<file path="src/rtl/demultiplexer1to8_tdm_if.sv">
// ---------------------------------------------------------------------------
// demultiplexer1to8_tdm_if
// Bundles the serial TDM input and the deserialised frame outputs of
// demultiplexer1to8_tdm. Clock and reset are not part of the bundle.
//
//   in_bit    : serial data beat (one slot per accepted beat)
//   in_valid  : beat qualifier
//   sync      : frame marker, marks slot 0 on an accepted beat
//   err_clr   : clears the sticky error flag
//   out       : last completed frame, out[k] = slot-k bit
//   S         : current slot index (0..7, 8 = parity slot), 0 while hunting
//   out_valid : one-cycle pulse when out is updated
//   err       : sticky framing / parity error flag
//
// master : the producer of the serial stream (drives the inputs)
// slave  : the demultiplexer itself
// ---------------------------------------------------------------------------
interface demultiplexer1to8_tdm_if;
    logic       in_bit;
    logic       in_valid;
    logic       sync;
    logic       err_clr;
    logic [7:0] out;
    logic [3:0] S;
    logic       out_valid;
    logic       err;

    modport master (
        output in_bit,
        output in_valid,
        output sync,
        output err_clr,
        input  out,
        input  S,
        input  out_valid,
        input  err
    );

    modport slave (
        input  in_bit,
        input  in_valid,
        input  sync,
        input  err_clr,
        output out,
        output S,
        output out_valid,
        output err
    );
endinterface

</file>
<file path="src/rtl/demultiplexer1to8_tdm.sv">
// ---------------------------------------------------------------------------
// demultiplexer1to8_tdm
// Time-division demultiplexer: collects 8 serial beats, framed by a sync
// marker on slot 0, into an 8-bit word. Framing errors (missing or early
// sync) and, optionally, parity errors raise a sticky err flag. out only
// changes on a complete, error-free frame.
//
// Ports:
//   clk   : single clock, rising edge
//   rst_n : asynchronous active-low reset
//   bus   : demultiplexer1to8_tdm_if.slave (in_bit, in_valid, sync, err_clr,
//           out, S, out_valid, err)
//
// Configuration:
//   DEMUX_TDM_PARITY_EN : when defined, each frame carries a 9th beat (S=8)
//                         holding even parity over the 8 data bits.
// ---------------------------------------------------------------------------
module demultiplexer1to8_tdm (
    input  logic                          clk,
    input  logic                          rst_n,
    demultiplexer1to8_tdm_if.slave        bus
);

    typedef enum logic {
        ST_HUNT = 1'b0,
        ST_RECV = 1'b1
    } state_t;

    // Even parity: the parity bit makes the XOR of data and parity zero.
    function automatic logic f_parity_ok(input logic [7:0] data, input logic par);
        return ~(^{data, par});
    endfunction

    state_t     r_state;
    logic [3:0] r_slot;
    logic [7:0] r_shadow;
    logic [7:0] r_out;
    logic       r_out_valid;
    logic       r_err;

    state_t     w_state_nxt;
    logic [3:0] w_slot_nxt;
    logic [7:0] w_shadow_nxt;
    logic [7:0] w_out_nxt;
    logic       w_out_valid_nxt;
    logic       w_err_nxt;
    logic       w_set_err;

    assign bus.out       = r_out;
    assign bus.S         = r_slot;
    assign bus.out_valid = r_out_valid;
    assign bus.err       = r_err;

    // State and output registers.
    always_ff @(posedge clk or negedge rst_n) begin
        if (!rst_n) begin
            r_state     <= ST_HUNT;
            r_slot      <= 4'd0;
            r_shadow    <= 8'h00;
            r_out       <= 8'h00;
            r_out_valid <= 1'b0;
            r_err       <= 1'b0;
        end else begin
            r_state     <= w_state_nxt;
            r_slot      <= w_slot_nxt;
            r_shadow    <= w_shadow_nxt;
            r_out       <= w_out_nxt;
            r_out_valid <= w_out_valid_nxt;
            r_err       <= w_err_nxt;
        end
    end

    // Next-state, slot sequencing, frame assembly and error detection.
    always_comb begin
        w_state_nxt     = r_state;
        w_slot_nxt      = r_slot;
        w_shadow_nxt    = r_shadow;
        w_out_nxt       = r_out;
        w_out_valid_nxt = 1'b0;
        w_set_err       = 1'b0;

        if (bus.in_valid) begin
            case (r_state)
                ST_HUNT: begin
                    if (bus.sync) begin
                        w_shadow_nxt = {7'd0, bus.in_bit};
                        w_slot_nxt   = 4'd1;
                        w_state_nxt  = ST_RECV;
                    end else begin
                        w_state_nxt  = ST_HUNT;
                    end
                end
                ST_RECV: begin
                    if (bus.sync) begin
                        // Sync at S=0 is a clean back-to-back frame; anywhere
                        // else it is early and the partial frame is dropped.
                        if (r_slot != 4'd0) begin
                            w_set_err = 1'b1;
                        end else begin
                            w_set_err = 1'b0;
                        end
                        w_shadow_nxt = {7'd0, bus.in_bit};
                        w_slot_nxt   = 4'd1;
                        w_state_nxt  = ST_RECV;
                    end else if (r_slot == 4'd0) begin
                        // Expected a frame start but got data: lose lock.
                        w_set_err   = 1'b1;
                        w_slot_nxt  = 4'd0;
                        w_state_nxt = ST_HUNT;
                    end else if (r_slot < 4'd7) begin
                        w_shadow_nxt[r_slot[2:0]] = bus.in_bit;
                        w_slot_nxt                = r_slot + 4'd1;
                    end
`ifdef DEMUX_TDM_PARITY_EN
                    else if (r_slot == 4'd7) begin
                        w_shadow_nxt[7] = bus.in_bit;
                        w_slot_nxt      = 4'd8;
                    end else if (r_slot == 4'd8) begin
                        if (f_parity_ok(r_shadow, bus.in_bit)) begin
                            w_out_nxt       = r_shadow;
                            w_out_valid_nxt = 1'b1;
                        end else begin
                            w_set_err       = 1'b1;
                        end
                        w_slot_nxt = 4'd0;
                    end
`else
                    else if (r_slot == 4'd7) begin
                        w_out_nxt       = {bus.in_bit, r_shadow[6:0]};
                        w_out_valid_nxt = 1'b1;
                        w_slot_nxt      = 4'd0;
                    end
`endif
                    else begin
                        // Unreachable slot value: recover by re-hunting.
                        w_set_err   = 1'b1;
                        w_slot_nxt  = 4'd0;
                        w_state_nxt = ST_HUNT;
                    end
                end
                default: begin
                    w_slot_nxt  = 4'd0;
                    w_state_nxt = ST_HUNT;
                end
            endcase
        end else begin
            // Idle cycle: everything holds, no timeout.
            w_state_nxt = r_state;
        end

        // Sticky error; a new error wins over a simultaneous clear.
        if (w_set_err) begin
            w_err_nxt = 1'b1;
        end else if (bus.err_clr) begin
            w_err_nxt = 1'b0;
        end else begin
            w_err_nxt = r_err;
        end
    end

endmodule

</file>
<file path="src/flat_wrapper.sv">
// flat-port wrapper written by rule: the top's interface ports become plain ports
module demultiplexer1to8_tdm_flat 
  (clk, rst_n, bus_in_bit, bus_in_valid, bus_sync, bus_err_clr, bus_out, bus_S, bus_out_valid, bus_err);
  demultiplexer1to8_tdm_if bus_i ();
  input  logic clk;
  input  logic rst_n;
  input wire logic [$bits(bus_i.in_bit)-1:0] bus_in_bit;
  input wire logic [$bits(bus_i.in_valid)-1:0] bus_in_valid;
  input wire logic [$bits(bus_i.sync)-1:0] bus_sync;
  input wire logic [$bits(bus_i.err_clr)-1:0] bus_err_clr;
  output wire logic [$bits(bus_i.out)-1:0] bus_out;
  output wire logic [$bits(bus_i.S)-1:0] bus_S;
  output wire logic [$bits(bus_i.out_valid)-1:0] bus_out_valid;
  output wire logic [$bits(bus_i.err)-1:0] bus_err;
  assign bus_i.in_bit = bus_in_bit;
  assign bus_i.in_valid = bus_in_valid;
  assign bus_i.sync = bus_sync;
  assign bus_i.err_clr = bus_err_clr;
  assign bus_out = bus_i.out;
  assign bus_S = bus_i.S;
  assign bus_out_valid = bus_i.out_valid;
  assign bus_err = bus_i.err;
  demultiplexer1to8_tdm u_core (.clk(clk), .rst_n(rst_n), .bus(bus_i));
endmodule
</file>
<file path="config.mk">
export PLATFORM = sky130hd
export DESIGN_NAME = demultiplexer1to8_tdm_flat
export DESIGN_NICKNAME = d
export VERILOG_FILES = /design/src/rtl/demultiplexer1to8_tdm_if.sv /design/src/rtl/demultiplexer1to8_tdm.sv /design/src/flat_wrapper.sv
export SDC_FILE = /design/constraint.sdc
export NUM_CORES = 1
export LEC_CHECK = 0
export CAP_MARGIN = 20
export CORE_MARGIN = 2
export CORE_UTILIZATION = 45
export CTS_CLUSTER_DIAMETER = 40
export DETAILED_ROUTE_END_ITERATION = 12
export GPL_TIMING_DRIVEN = 0
export PLACE_DENSITY = 0.7
export RECOVER_POWER = 50
export SYNTH_ARGS = -nofsm -noshare
export SYNTH_HDL_FRONTEND = slang
export SYNTH_SLANG_ARGS = --single-unit
</file>
<file path="constraint.sdc">
create_clock -name clk -period 2.5 [get_ports clk]
set_clock_uncertainty 0.1 [all_clocks]
set_input_delay 0.25 -clock clk [delete_from_list [all_inputs] [get_ports clk]]
set_output_delay 0.25 -clock clk [all_outputs]
set_load 0.005 [all_outputs]
</file>
==> flow_metrics.tcl, run 1 <==
set metrics [dict create \
    path_clk_slew_ns 0.12 \
    clock_sinks 22 \
    synth_cells 100 \
    finalPower_w 0.00119 \
    drt-wirelength-per-cell_microns 14.9 \
    yosys_warnings 0 \
    p_comb_frac 0.358 \
    grt.met1_usage 0.234 \
    antenna_found_initial 0 \
    place.gp.congestion 0.896 \
    drt-initial-drc-count 25 \
    synth_seq_cells 22 \
    dp_hpwl_microns 1480 \
    rows 17 \
    cts_resized 0 \
    grt_max_degree 23 \
    area_growth_pct 23.8 \
    postCtsSetupRepairBufs 0 \
    timing.final.crit_share 0.820 \
    p_int_w 0.000774 \
    whs_ns 0.0540 \
    cts_max_path_buffers 2 \
    wirelength_microns 2230 \
    ant_nets 0 \
    root_buffer "clkbuf_4" \
    crit_type "register to register" \
    slew_headroom 0.258 \
    final_cell_mix "dfrtp_1 (22), nand2_1 (14), clkdlybuf4s50_1 (10), mux2_2 (7), dlygate4sd3_1 (7)" \
    tightest_slew_ns 1.11 \
    place_ws_ns 0.486 \
    top_usage_layer "met2" \
    r2r_setup_slack_ns 0.45 \
    vias 845 \
    antenna_cells 0 \
    ys_seq_area_frac 0.502 \
    grt_overflow 0 \
    p_sw_w 0.000417 \
    syn_nets 108 \
    nets 131 \
    start_kind "register" \
    remaining_drc_errors 0 \
    cts_tree "done" \
    grt_pass1_vias 793 \
    outcome "finished, final reports clean" \
    core_sq_um 2250 \
    grt_pass1_wl_microns 3580 \
    period_needed_ns 2.05 \
    drtPass1Iterations 4 \
    grt_use_met2 0.274 \
    final.setup.tns_ns 0 \
    timing.final.ws_setup_ns 0.449 \
    final_common_cell "dfrtp_1" \
    cp_max_fo 9 \
    ctsHoldBuffers 0 \
    grt_usage 0.176 \
    start_util 0.487 \
    finalSetupViolCount 0 \
    drive_above_1_share 0.172 \
    hold_path_class "primary input to async pin" \
    rsz0062_at_grt "no" \
    use_met3 0.0339 \
    hold_viol 0 \
    worstPathArrival_ns 2.14 \
    p_leak_nw 0.688 \
    drv_slew 0 \
    power.share.clock 0.228 \
    syn_area_per_cell_sq_um 11.0 \
    syn_area_sq_um 1100 \
    final_util 0.603 \
    die_area_sq_um 2850 \
    die_w_microns 53.4 \
    fp.dieH_microns 53.4 \
    power_density_nw_per_um2 877 \
    io_buffers 17 \
    irDropWorstVdd_uv 401 \
    max-cap-violations 0 \
    end_kind "register" \
    synth.distinct_cells 28 \
    fmax_mhz 488 \
    ios 20 \
    cts_made_buffers 3 \
    cp.required_ns 2.59 \
    swShare 0.350 \
    h-tree-depth 1 \
    sequentialPowerShare 0.414 \
    vias_per_cell 5.63 \
    insertion_delay_ns 0.31 \
]
-- cells by family after synthesis --
| group | after synthesis | share of synthesized area |
|---|---|---|
| flip-flops | 22 | 0.502 |
| adder cells (fa/ha/maj) | 2 | 0.0228 |
| buffers and inverters | 10 | 0.0388 |
| AND/OR/NAND/NOR | 36 | 0.195 |
| AO/OA/AOI/OAI | 14 | 0.0798 |
| multiplexers | 15 | 0.154 |
| XOR/XNOR | 1 | 0.00798 |
-- through the flow --
step / cells / instance area [sq um]
2_1_floorplan: 100 / 1100
3_3_place_gp: 145 / 1300
3_5_place_dp: 145 / 1300
4_1_cts: 149 / 1360
5_1_grt: 150 / 1360
6_report: 150 / 1360
-- power by group through the flow --
stage	registers, W	logic, W	clock network (W)
detailed placement	0.000498	0.000422	0
global route	0.000503	0.000469	0.000291
finish	0.000494	0.000426	0.000271
CTS	0.000492	0.000425	0.000282
global placement	0.000495	0.000414	0
floorplan	0.000484	0.000288	0
-- cell usage after synthesis --
cell type | instances | area share
a21oi_1 | 4 | 0.018
a32o_1 | 1 | 0.0091
ha_1 | 2 | 0.023
nor4b_1 | 1 | 0.0080
a211o_1 | 1 | 0.0080
mux2_4 | 2 | 0.027
nor3b_1 | 1 | 0.0068
nor2b_1 | 1 | 0.0057
buf_2 | 4 | 0.018
nor4_1 | 1 | 0.0057
o22ai_1 | 2 | 0.011
a22o_1 | 1 | 0.0080
nor4_4 | 1 | 0.019
dfrtp_1 | 22 | 0.50
nand3_1 | 4 | 0.018
nand2b_1 | 2 | 0.011
nand4_1 | 1 | 0.0057
xor2_1 | 1 | 0.0080
inv_1 | 6 | 0.021
a22oi_1 | 1 | 0.0068
nand2_1 | 14 | 0.048
mux2_2 | 7 | 0.072
nand4b_4 | 1 | 0.022
mux2i_1 | 6 | 0.055
o21ai_0 | 4 | 0.018
nor3_1 | 2 | 0.0091
nor3_2 | 2 | 0.018
nor2_1 | 5 | 0.017
-- metal layers --
metal	up-vias	wire (microns)
met5	-	0
met4	0	17
met3	2	98
met2	27	1060
met1	413	1050
li1	403	-
-- sequential cells by signal (all words and copies together) (netlist names) --
register and flops:
u_core.r_shadow 7, u_core.r_state 1, u_core.bus.err 1, u_core.bus.out 8, u_core.bus.out_valid 1, u_core.bus.S 4
-- critical path, cell delays in order, from the launching register on --
cell     delay [ns]
dfrtp_1        0.57
inv_1          0.11
ha_1           0.25
mux2_2         0.32
nor3_2         0.28
nand3_1        0.15
mux2i_1        0.15
-- area by class of cell --
class	instances	area, sq um
clock buffer	3	22.5
sequential	22	551
timing repair buffer	18	174
multi-input combinational	68	504
tap	28	35.0
clock inverter	1	30.0
fill	200	896
buffer	4	20.0
inverter	6	22.5
-- path summary, 6_finish.rpt --
kind,start,end,depth (start not counted)
max,u_core.bus.S[0]$_DFFE_PN0N_,u_core.r_shadow[5]$_DFFE_PN0P_,6
min reg2reg,u_core.bus.out[3]$_DFFE_PN0P_,u_core.bus.out[3]$_DFFE_PN0P_,1
max in group asynchronous,rst_n,u_core.bus.out[4]$_DFFE_PN0P_,2
min in group clk,bus_sync,u_core.bus.out_valid$_DFF_PN0_,2
min,rst_n,u_core.bus.err$_DFFE_PN0P_,1
max reg2reg,u_core.bus.S[0]$_DFFE_PN0N_,u_core.r_shadow[5]$_DFFE_PN0P_,6
Note: power is estimated with default switching activity, not from simulation.
==> inputs of run 2 (changes only) <==
- clock period: 2.5 -> 1.9 ns (I/O delays scaled with it)
==> flow_metrics.tcl, run 2 (same netlist as run 1, synthesis figures left out) <==
set metrics [dict create \
    drt-wirelength-per-cell_microns 15.7 \
    root_buffer "clkbuf_4" \
    grt_pass1_vias 839 \
    layout.cells.non_filler 157 \
    ant_nets 0 \
    r2r_setup_slack_ns 0.1 \
    wirelength_microns 2460 \
    seq_area_sq_um 553 \
    final_cell_area_sq_um 1440 \
    swShare 0.351 \
    path_clk_slew_ns 0.13 \
    r2r_end "u_core.r_shadow[4]$_DFFE_PN0P_" \
    crit_type "register to register" \
    vias 888 \
    period_needed_ns 1.80 \
    die_area_sq_um 2850 \
    min_from "bus_in_valid" \
    place_inst 145 \
    place.gp.congestion 0.896 \
    p_sw_w 0.000604 \
    hold_path_class "primary input to register" \
    drtPass1Iterations 4 \
    worstPathArrival_ns 1.90 \
    grt_pass1_wl_microns 3930 \
    io_buffers 17 \
    max-cap-violations 0 \
    antenna_found_initial 0 \
    grt_usage 0.193 \
    drt-initial-drc-count 19 \
    slew_headroom 0.649 \
    die_w_microns 53.4 \
    tightest_slew_ns 0.526 \
    hold_path_end "u_core.bus.S[1]$_DFFE_PN0N_" \
    h-tree-depth 1 \
    fillers 192 \
    rsz0062_at_grt "no" \
    cp_max_fo 4 \
    cts_tree "done" \
    nets 138 \
    drv_slew 0 \
    p_comb_frac 0.429 \
    largest_reg_flops 8 \
    area_growth_pct 31.6 \
    p_leak_nw 0.717 \
    irDropWorstVdd_uv 539 \
    final_common_cell "dfrtp_1" \
    clock_sinks 22 \
    core_sq_um 2250 \
    hold_viol 0 \
    multiInputGateArea_sq_um 528 \
    fp.dieH_microns 53.4 \
    power_density_nw_per_um2 1190 \
    finalSetupViolCount 0 \
    power.share.clock 0.208 \
    finalPower_w 0.00172 \
    dp_hpwl_microns 1480 \
    antenna_cells 0 \
    start_util 0.487 \
    vias_per_cell 5.66 \
    fmax_mhz 554 \
    cts_max_path_buffers 2 \
    grt_overflow 0 \
    end_kind "register" \
    grt_max_degree 23 \
    drive_above_1_share 0.256 \
    timing.final.crit_share 0.950 \
    place_area_sq_um 1300 \
    start_kind "register" \
    remaining_drc_errors 0 \
    final_cell_mix "dfrtp_1 (20), nand2_1 (14), clkdlybuf4s50_1 (12)" \
    hold_depth 2 \
    cts_made_buffers 3 \
    r2r_cells 7 \
    insertion_delay_ns 0.31 \
    whs_ns 0.0988 \
    rows 17 \
    r2r-start "u_core.bus.S[0]$_DFFE_PN0N_" \
    ios 20 \
    sequentialPowerShare 0.363 \
    cp.required_ns 1.99 \
    outcome "finished, final reports clean" \
    final.setup.tns_ns 0 \
    p_int_w 0.00112 \
]
==> run 2: cell types whose count changed in the layout (fill, tap and decap cells not counted), sizes merged <==
| cell | change |
|---|---|
| dlygate4sd3 | -1 |
| buf | +5 |
| clkbuf | +1 |
| clkdlybuf4s50 | +2 |
==> run 2: area by class of cell <==
class | instances | share of cell area
multi-input cells | 68 | 0.366
inverters | 6 | 0.0156
plain buffers | 4 | 0.0156
well taps | 28 | 0.0243
clock buffers | 3 | 0.0156
repair buffers | 25 | 0.159
clock inverters | 1 | 0.0208
flip-flops and latches | 22 | 0.383
==> run 2: worst max-delay path: stages (launching register included) <==
cell and delay, ns:
dfrtp_2 0.43, inv_1 0.08, ha_2 0.21, mux2_4 0.31
nor4_4 0.21, buf_4 0.18, nand2_1 0.06, mux2i_1 0.12
==> run 2: stage by stage <==
step                      worst slack (ns)  utilization
after floorplan                      0.107            -
after global placement              -0.107        0.578
after detailed placement            -0.114        0.578
after CTS                          0.00644        0.625
after global routing                0.0385        0.640
final                               0.0958        0.640
==> run 2: repair_timing <==
action	in CTS	in global routing
endpoints found under the setup margin	16	15
endpoints found under the hold margin	0	1
hold buffers	0	1
buffers inserted	6	0
gates resized for setup	4	5
pin swaps	2	2
==> run 2: power groups by stage <==
stage	combinational [W]	clock [W]	sequential [W]
final	0.000739	0.000358	0.000626
after global routing	0.000806	0.000387	0.000634
after CTS	0.000688	0.000371	0.000619
after detailed placement	0.000556	0	0.000655
after global placement	0.000545	0	0.000652
after floorplan	0.000379	0	0.000637
==> run 2: how the worst max path moves through the flow <==
| stage | start | endpoint | slack [ns] | cells after the start |
|---|---|---|---|---|
| after floorplan | u_core.bus.S[0]$_DFFE_PN0N_ | u_core.r_shadow[1]$_DFFE_PN0P_ | 0.11 | 6 |
| after global placement | u_core.bus.S[0]$_DFFE_PN0N_ | u_core.r_shadow[1]$_DFFE_PN0P_ | -0.11 | 6 |
| after detailed placement | u_core.bus.S[0]$_DFFE_PN0N_ | u_core.r_shadow[6]$_DFFE_PN0P_ | -0.11 | 6 |
| after CTS | u_core.bus.S[0]$_DFFE_PN0N_ | u_core.r_shadow[2]$_DFFE_PN0P_ | 0.006 | 7 |
| after global routing | u_core.bus.S[0]$_DFFE_PN0N_ | u_core.r_shadow[2]$_DFFE_PN0P_ | 0.04 | 7 |
| final | u_core.bus.S[0]$_DFFE_PN0N_ | u_core.r_shadow[4]$_DFFE_PN0P_ | 0.1 | 7 |
==> run 2: per-layer routing <==
layer	global-route usage	up-vias	part of all wire
met4	0.0726	0	0.018
met3	0.0311	5	0.057
li1	-	416	-
met2	0.309	41	0.49
met1	0.259	426	0.44
met5	0	-	0
